==> src/rtl/uart_ram_loader_pkg.sv <==
// Shared types and widths for the UART-to-RAM loader.
// Optional 8E1 framing is selected with UART_RAM_LOADER_PARITY_EN.
package uart_ram_loader_pkg;

    localparam int unsigned DATA_W = 16;
    localparam int unsigned BYTE_W = 8;

    typedef enum logic [2:0] {
        IDLE,
        START,
        DATA,
        PARITY,
        STOP
    } rx_state_e;

endpackage

==> src/rtl/uart_rx_byte.sv <==
// UART byte receiver: rx synchroniser, bit-timing counter and frame FSM.
// Define UART_RAM_LOADER_PARITY_EN for 8E1 frames; default is 8N1.
module uart_rx_byte
    import uart_ram_loader_pkg::*;
#(
    parameter int unsigned CLK_DIV = 868
) (
    input  logic              clk,
    input  logic              rst,
    input  logic              rx,
    output logic              byte_valid_c,
    output logic [BYTE_W-1:0] byte_c,
    output logic              err_c,
    output logic              busy
);

    localparam int unsigned CNT_W = (CLK_DIV > 2) ? $clog2(CLK_DIV) : 1;
    localparam logic [CNT_W-1:0] CNT_HALF = CNT_W'(CLK_DIV / 2 - 1);
    localparam logic [CNT_W-1:0] CNT_FULL = CNT_W'(CLK_DIV - 1);

    logic              rx_meta_q;
    logic              rxs_q;
    rx_state_e         state_q,   state_d;
    logic [CNT_W-1:0]  cnt_q,     cnt_d;
    logic [2:0]        bit_idx_q, bit_idx_d;
    logic [BYTE_W-1:0] shift_q,   shift_d;
    logic              armed_q,   armed_d;
    logic              busy_q,    busy_d;
`ifdef UART_RAM_LOADER_PARITY_EN
    logic              par_err_q, par_err_d;
`endif

    always_ff @(posedge clk) begin
        if (rst) begin
            rx_meta_q <= 1'b1;
            rxs_q     <= 1'b1;
            state_q   <= IDLE;
            cnt_q     <= '0;
            bit_idx_q <= '0;
            shift_q   <= '0;
            armed_q   <= 1'b1;
            busy_q    <= 1'b0;
`ifdef UART_RAM_LOADER_PARITY_EN
            par_err_q <= 1'b0;
`endif
        end else begin
            rx_meta_q <= rx;
            rxs_q     <= rx_meta_q;
            state_q   <= state_d;
            cnt_q     <= cnt_d;
            bit_idx_q <= bit_idx_d;
            shift_q   <= shift_d;
            armed_q   <= armed_d;
            busy_q    <= busy_d;
`ifdef UART_RAM_LOADER_PARITY_EN
            par_err_q <= par_err_d;
`endif
        end
    end

    // A line left low after a bad stop bit must go high before a new start counts.
    always_comb begin
        state_d      = state_q;
        cnt_d        = cnt_q;
        bit_idx_d    = bit_idx_q;
        shift_d      = shift_q;
        armed_d      = armed_q | rxs_q;
        byte_valid_c = 1'b0;
        err_c        = 1'b0;
`ifdef UART_RAM_LOADER_PARITY_EN
        par_err_d    = par_err_q;
`endif
        unique case (state_q)
            IDLE: begin
                if (!rxs_q && armed_q) begin
                    state_d = START;
                    cnt_d   = CNT_HALF;
                end
            end
            START: begin
                if (cnt_q == '0) begin
                    if (rxs_q) begin
                        state_d = IDLE;
                    end else begin
                        state_d   = DATA;
                        cnt_d     = CNT_FULL;
                        bit_idx_d = '0;
                    end
                end else begin
                    cnt_d = cnt_q - CNT_W'(1);
                end
            end
            DATA: begin
                if (cnt_q == '0) begin
                    shift_d = {rxs_q, shift_q[BYTE_W-1:1]};
                    cnt_d   = CNT_FULL;
                    if (bit_idx_q == 3'd7) begin
`ifdef UART_RAM_LOADER_PARITY_EN
                        state_d = PARITY;
`else
                        state_d = STOP;
`endif
                    end else begin
                        bit_idx_d = bit_idx_q + 3'd1;
                    end
                end else begin
                    cnt_d = cnt_q - CNT_W'(1);
                end
            end
`ifdef UART_RAM_LOADER_PARITY_EN
            PARITY: begin
                if (cnt_q == '0) begin
                    par_err_d = rxs_q ^ (^shift_q);
                    state_d   = STOP;
                    cnt_d     = CNT_FULL;
                end else begin
                    cnt_d = cnt_q - CNT_W'(1);
                end
            end
`endif
            STOP: begin
                if (cnt_q == '0) begin
                    state_d = IDLE;
`ifdef UART_RAM_LOADER_PARITY_EN
                    if (rxs_q && !par_err_q) begin
`else
                    if (rxs_q) begin
`endif
                        byte_valid_c = 1'b1;
                    end else begin
                        err_c   = 1'b1;
                        armed_d = rxs_q;
                    end
                end else begin
                    cnt_d = cnt_q - CNT_W'(1);
                end
            end
            default: state_d = IDLE;
        endcase
        busy_d = (state_d != IDLE);
    end

    assign byte_c = shift_q;
    assign busy   = busy_q;

endmodule

==> src/rtl/uart_ram_loader.sv <==
// Pairs received UART bytes little-endian into 16-bit RAM writes at incrementing addresses.
// UART_RAM_LOADER_PARITY_EN selects 8E1 framing in the byte receiver.
module uart_ram_loader
    import uart_ram_loader_pkg::*;
#(
    parameter int unsigned CLK_DIV = 868,
    parameter int unsigned ADDR_W  = 10
) (
    input  logic              clk,
    input  logic              rst,
    input  logic              rx,
    output logic              wr_en,
    output logic [ADDR_W-1:0] wr_addr,
    output logic [DATA_W-1:0] wr_data,
    output logic              busy,
    output logic              frame_err
);

    logic              byte_valid_c;
    logic [BYTE_W-1:0] byte_c;
    logic              err_c;

    uart_rx_byte #(
        .CLK_DIV (CLK_DIV)
    ) u_rx (
        .clk          (clk),
        .rst          (rst),
        .rx           (rx),
        .byte_valid_c (byte_valid_c),
        .byte_c       (byte_c),
        .err_c        (err_c),
        .busy         (busy)
    );

    logic              half_q,      half_d;
    logic [BYTE_W-1:0] low_q,       low_d;
    logic              wr_en_q,     wr_en_d;
    logic [ADDR_W-1:0] wr_addr_q,   wr_addr_d;
    logic [DATA_W-1:0] wr_data_q,   wr_data_d;
    logic              frame_err_q, frame_err_d;

    always_ff @(posedge clk) begin
        if (rst) begin
            half_q      <= 1'b0;
            low_q       <= '0;
            wr_en_q     <= 1'b0;
            wr_addr_q   <= '0;
            wr_data_q   <= '0;
            frame_err_q <= 1'b0;
        end else begin
            half_q      <= half_d;
            low_q       <= low_d;
            wr_en_q     <= wr_en_d;
            wr_addr_q   <= wr_addr_d;
            wr_data_q   <= wr_data_d;
            frame_err_q <= frame_err_d;
        end
    end

    // Address advances the cycle after each write strobe and wraps naturally.
    always_comb begin
        half_d      = half_q;
        low_d       = low_q;
        wr_en_d     = 1'b0;
        wr_data_d   = wr_data_q;
        frame_err_d = err_c;
        wr_addr_d   = wr_en_q ? wr_addr_q + ADDR_W'(1) : wr_addr_q;
        if (err_c) begin
            half_d = 1'b0;
        end else if (byte_valid_c) begin
            if (!half_q) begin
                low_d  = byte_c;
                half_d = 1'b1;
            end else begin
                wr_en_d   = 1'b1;
                wr_data_d = {byte_c, low_q};
                half_d    = 1'b0;
            end
        end
    end

    assign wr_en     = wr_en_q;
    assign wr_addr   = wr_addr_q;
    assign wr_data   = wr_data_q;
    assign frame_err = frame_err_q;

endmodule

==> config.mk <==
export PLATFORM = sky130hd
export DESIGN_NAME = uart_ram_loader
export DESIGN_NICKNAME = d
export VERILOG_FILES = /design/src/rtl/uart_ram_loader_pkg.sv /design/src/rtl/uart_rx_byte.sv /design/src/rtl/uart_ram_loader.sv
export SDC_FILE = /design/constraint.sdc
export NUM_CORES = 1
export LEC_CHECK = 0
export CAP_MARGIN = 20
export CORE_ASPECT_RATIO = 1.5
export CORE_MARGIN = 2
export CORE_UTILIZATION = 59
export DETAILED_ROUTE_END_ITERATION = 10
export HOLD_SLACK_MARGIN = 0.12
export PLACE_DENSITY = 0.8
export SETUP_SLACK_MARGIN = 0.4
export SYNTH_ARGS = -nofsm -noshare
export SYNTH_HDL_FRONTEND = slang
export SYNTH_SLANG_ARGS = --single-unit
==> constraint.sdc <==
create_clock -name clk -period 5 [get_ports clk]
set_input_delay 1.5 -clock clk [delete_from_list [all_inputs] [get_ports clk]]
set_output_delay 1.5 -clock clk [all_outputs]
set_load 0.01 [all_outputs]
Word level (Yosys, flattened, before mapping) --
Index checks and enable logic that the tools add are counted.
Word-level totals: register bits 65, input bits 3, output and inout port bits 29, word-level logic and storage cells 75
Operators by class: $add $sub $neg 3, eq/ne operators 11, multiplexer cells 29, bitwise logic cells 4, reduce and logical (&&, ||, !) cells 14
Operators by type and width (count):
- 2-to-1 mux 10 bit | 5
- one-hot mux 10 bit (4 select lines) | 1
- 2-to-1 mux 3 bit | 9
- one-hot mux 3 bit (4 select lines) | 1
- 2-to-1 mux 1 bit | 11
- adder 10 x 1 -> 10 bit (second input constant) | 1
- zero test 10 bit | 1
- subtractor 10 x 1 -> 10 bit (second input constant) | 1
- == test 3 bit (second input constant) | 2
- inequality test 2 x 1 -> 1 bit (second input constant) | 3
- inequality test 2 bit (second input constant) | 3
- one-hot mux 3 bit (2 select lines) | 1
- AND reduction 3 bit | 2
- AND reduction 5 bit | 1
- AND reduction 4 bit | 1
- nonzero test 4 bit | 1
- adder 3 x 1 -> 3 bit (second input constant) | 1
- == test 3 x 1 -> 1 bit (second input constant) | 1
- == test 3 x 2 -> 1 bit (second input constant) | 1
- zero test 3 bit | 1
- inequality test 3 bit (second input constant) | 1
- NOT 1 bit | 3
- nonzero test 3 bit | 1
- OR reduction 3 bit | 1
- 7 further kinds | 7

Longest topological paths before layout --
depth after elaboration 5, gate-level depth with buffers 10, depth with buffers taken out 7

By module --
From an unflattened synthesis, not the netlist that was laid out.
Unflattened totals: cell total of the unflattened synthesis 313, area total of the unflattened synthesis 2790.2 sq um
Modules (own cells, without submodules):
- uart_rx_byte | times used 1, cells an instance 161, area each 1432.6 sq um, sequential area each 560.5 sq um
- uart_ram_loader | times used 1, cells an instance 152, area each 1357.6 sq um, sequential area each 740.7 sq um

Least setup slack after synthesis --
Ideal clock, no wire load.
path type input to register, start input port rst, end register u_rx.busy_q, in the netlist u_rx.busy, setup time 0.127 ns, arrival time 2.197 ns, required time 4.873 ns, path slack 2.676 ns, stages on the path 3, buffers on the path 1, cell sequence clkbuf_1 > nor3_1 > or3_1
RTL lines:
- start, declared | line uart_ram_loader.sv:10 | input logic rst,
- end signal, assigned | line uart_rx_byte.sv:54 | busy_q <= busy_d;
- end, declared | line uart_rx_byte.sv:28 | logic busy_q, busy_d;

Final worst setup path --
start register wr_en_q, in the netlist wr_en, end output port wr_en
RTL lines:
- start, declared | line uart_ram_loader.sv:37 | logic wr_en_q, wr_en_d;
- start signal, assigned | line uart_ram_loader.sv:53 | wr_en_q <= wr_en_d;
- end, declared | line uart_ram_loader.sv:12 | output logic wr_en,
No word-level cell between the ends.

==> out/qor.yml <==
outcome:
  status: "finished, final reports clean"
synth:
  synthXorXnorAreaFrac_pct: 2.53
  synth_warnings: 0
  synthSimpleGateAreaFrac_pct: 23.7
  synth_compound_area_share_pct: 15.0
  synthFlopType: "dfxtp_1"
  synth_fp_nets: 323
  muxShareOfSynthArea_pct: 6.15
  ys_seq_area_share_pct: 47.0
  synth_top_family_by_area: "simple AND/OR/NAND/NOR gates"
  synth_area_sq_um: 2770
  async_flop_share_pct: 0
  ys_types: 54
  synth_area_per_cell_sq_um: 8.76
  synthAdderAreaFrac_pct: 1.81
  synthCells: 316
  synth_seq_cells: 65
  synth-edff-count: 0
floorplan:
  placementRows: 30
  top_level_ports: 32
  core_sq_um: 4500
  dieHeight_um: 87.9
  fp.dieArea_sq_um: 5270
  start_util_pct: 61.4
  die_w_um: 59.9
power:
  pwr-share-comb_pct: 25.9
  vdd_ir_drop_max_mv: 0.426
  p_clk_share_pct: 36.2
  swShare_pct: 33.2
  power.switching_w: 0.000511
  internal-power_w: 0.00103
  power_frac_seq_pct: 37.8
  p_leak_nw: 1.26
  power_density_nw_per_um2: 465
routing:
  vias_per_cell: 5.85
  drt-initial-drc-count: 98
  vias: 2317
  wl_per_cell_um: 14.6
  drcViolationCount: 0
  drt.antenna.violating_nets: 0
  drt_pass1_iterations: 4
  wirelength_um: 5790
sta:
  max_clock_freq_mhz: 347
  hold_ws_ns: 0.412
  rsz0062_at_grt: "false"
  worst_pin_slew_ns: 0.937
  tns_ns: 0
  fin_crit_ns: 2.88
  setup_viol: 0
  slew_headroom_pct: 37.3
  clock_skew_ns: 0.00652
  finalCritPeriodShare_pct: 57.6
  hold_viol_final: 0
  slew_viol_final: 0
place:
  io_buffers: 31
  dp.final_hpwl_um: 3920
  globalplace.congestion: 0.945
  place_area_sq_um: 3060
cts:
  postCtsSetupRepairBufs: 0
  holdBufCountCts: 0
  clk_latency_ns: 0.35
  cts_resized: 0
  root_buffer: "clkbuf_8"
  clock_sink_count: 65
  clock_path_buffers: 2
  cts_buffers: 9
  htree_levels: 3
  clk_pin_slew_ns: 0.08
  cts_tree: "yes"
grt:
  global_route.usage.met1_pct: 27.1
  antenna_found_initial: 0
  grt_pass1_vias: 2221
  grt_start_max_net_pins: 36
  grt.overflow.total: 0
  grt.busiest_layer: "met2"
  grt_pass1_wl_um: 9760
  grt_usage_pct: 24.6
  gr-usage-met3_pct: 7.09
  grtUsageMet2_pct: 42.2
worst_setup_path:
  worstPathBufferInverterCount: 1
  cp_slowest_cell: "clkdlybuf4s50_1"
  critPathArrivalTime_ns: 1.38
  crit_required_ns: 3.50
  cp_cell_sequence: "clkdlybuf4s50_1"
  cpPeakStageDelay_ns: 0.58
  cp_max_fo: 6
  startpoint_type: "register"
  cp_top_family: "buffers and inverters"
  r2r_slack_ns: 2.34
  path_class: "reg2out"
  end_kind: "output port"
cells_and_area:
  fin_area_sq_um: 3310
  diodes: 0
  layout-drive-gt1-share_pct: 8.91
  synthToLayoutAreaGrowth_pct: 19.7
  final_util_pct: 73.5
  final_nets: 350
flow_run:
  cap_violations: 0
hold_path:
  hp-class: "reg2reg"
## layer usage
| layer | vias up | share of wire, % |
|---|---|---|
| met2 | 43 | 53 |
| met5 | - | 0 |
| met1 | 1112 | 41 |
| met4 | 0 | 2.4 |
| li1 | 1151 | - |
| met3 | 11 | 3.9 |
## cell type report
| cell class | count | area (sq um) |
|---|---|---|
| multi-input cells | 228 | 1360 |
| well taps | 48 | 60.1 |
| clock inverters | 7 | 124 |
| repair buffers | 33 | 320 |
| flip-flops and latches | 65 | 1300 |
| fillers | 345 | 1190 |
| clock buffers | 9 | 124 |
| inverters | 6 | 22.5 |
## synthesized netlist by cell type (all sizes together), types with 2 or more instances
cell type  count  area share (%)
xnor2          2            0.63
inv            6            0.81
nor3b          2            0.72
or3            5             1.1
a221oi         2            0.63
nand4          3            0.90
a211oi         2            0.54
o21a           2            0.54
or4            2            0.54
xor2           6             1.9
nand3          7             1.4
nor4           2            0.45
nor2          46             6.2
clkbuf        12             1.6
a2bb2oi        2            0.63
and3           3            0.68
a31oi          3            0.68
dfxtp         65              47
a211o          2            0.63
buf            5             1.4
a21oi         30             5.4
nand2b         2            0.45
mux2i         17             6.1
or2            5             1.1
nor3           5             1.3
nand2         45             6.1
o21ai         11             2.0
ha             4             1.8
## worst paths after layout
kind,startpoint,to,cells past startpoint
setup / recovery,wr_en$_SDFF_PP0_,wr_en,1
hold / removal,u_rx.rx_meta_q$_SDFF_PP1_,u_rx.rxs_q$_SDFF_PP1_,1
setup reg to reg,u_rx.cnt_q[0]$_SDFFE_PP0P_,wr_data[11]$_SDFFE_PP0P_,7
hold reg to reg,u_rx.rx_meta_q$_SDFF_PP1_,u_rx.rxs_q$_SDFF_PP1_,1
## layout by cell type (no fill, tap or decap), types with 4 or more instances in the layout
master            n
clkdlybuf4s50_1  30
nand3_1           6
inv_1             6
o21ai_0          11
ha_1              4
a21oi_1          30
mux2i_1          17
nand2_1          45
clkbuf_8          9
or3_1             5
dfxtp_1          65
nor2_1           46
xor2_1            6
nor3_1            4
## power by group through the flow
stage               sequential (W)  clock [W]  combinational [W]
finish                    0.000583   0.000558           0.000400
global route              0.000588   0.000588           0.000440
CTS                       0.000583   0.000567           0.000397
detailed placement        0.000595          0           0.000395
global placement          0.000593          0           0.000393
floorplan                 0.000582          0           0.000337
## flip-flops by register name, indices dropped and copies added (netlist names)
signal / cells
u_rx.cnt_q: 10
wr_en: 1
u_rx.rxs_q: 1
low_q: 8
frame_err: 1
wr_addr: 10
u_rx.byte_c: 8
u_rx.bit_idx_q: 3
half_q: 1
wr_data: 16
u_rx.rx_meta_q: 1
u_rx.armed_q: 1
u_rx.busy: 1
u_rx.state_q: 3
## cells by family (layout without fill, tap and decap cells)
kind of cell | count (synthesis) | count (layout)
simple gates | 133 | 133
compound gates | 66 | 66
flops | 65 | 65
buf+inv | 23 | 55
mux | 17 | 17
xor+xnor | 8 | 8
fa+ha+maj | 4 | 4
## metrics by stage
step | worst slack (ns) | std cells | power (W)
CTS | 2.10 | 396 | 0.00155
finish | 2.12 | 396 | 0.00154
detailed placement | 2.35 | 380 | 0.000990
floorplan | 2.68 | 316 | 0.000919
global route | 2.05 | 396 | 0.00162
global placement | 2.36 | 380 | 0.000986
(Power assumes the default switching activity.)
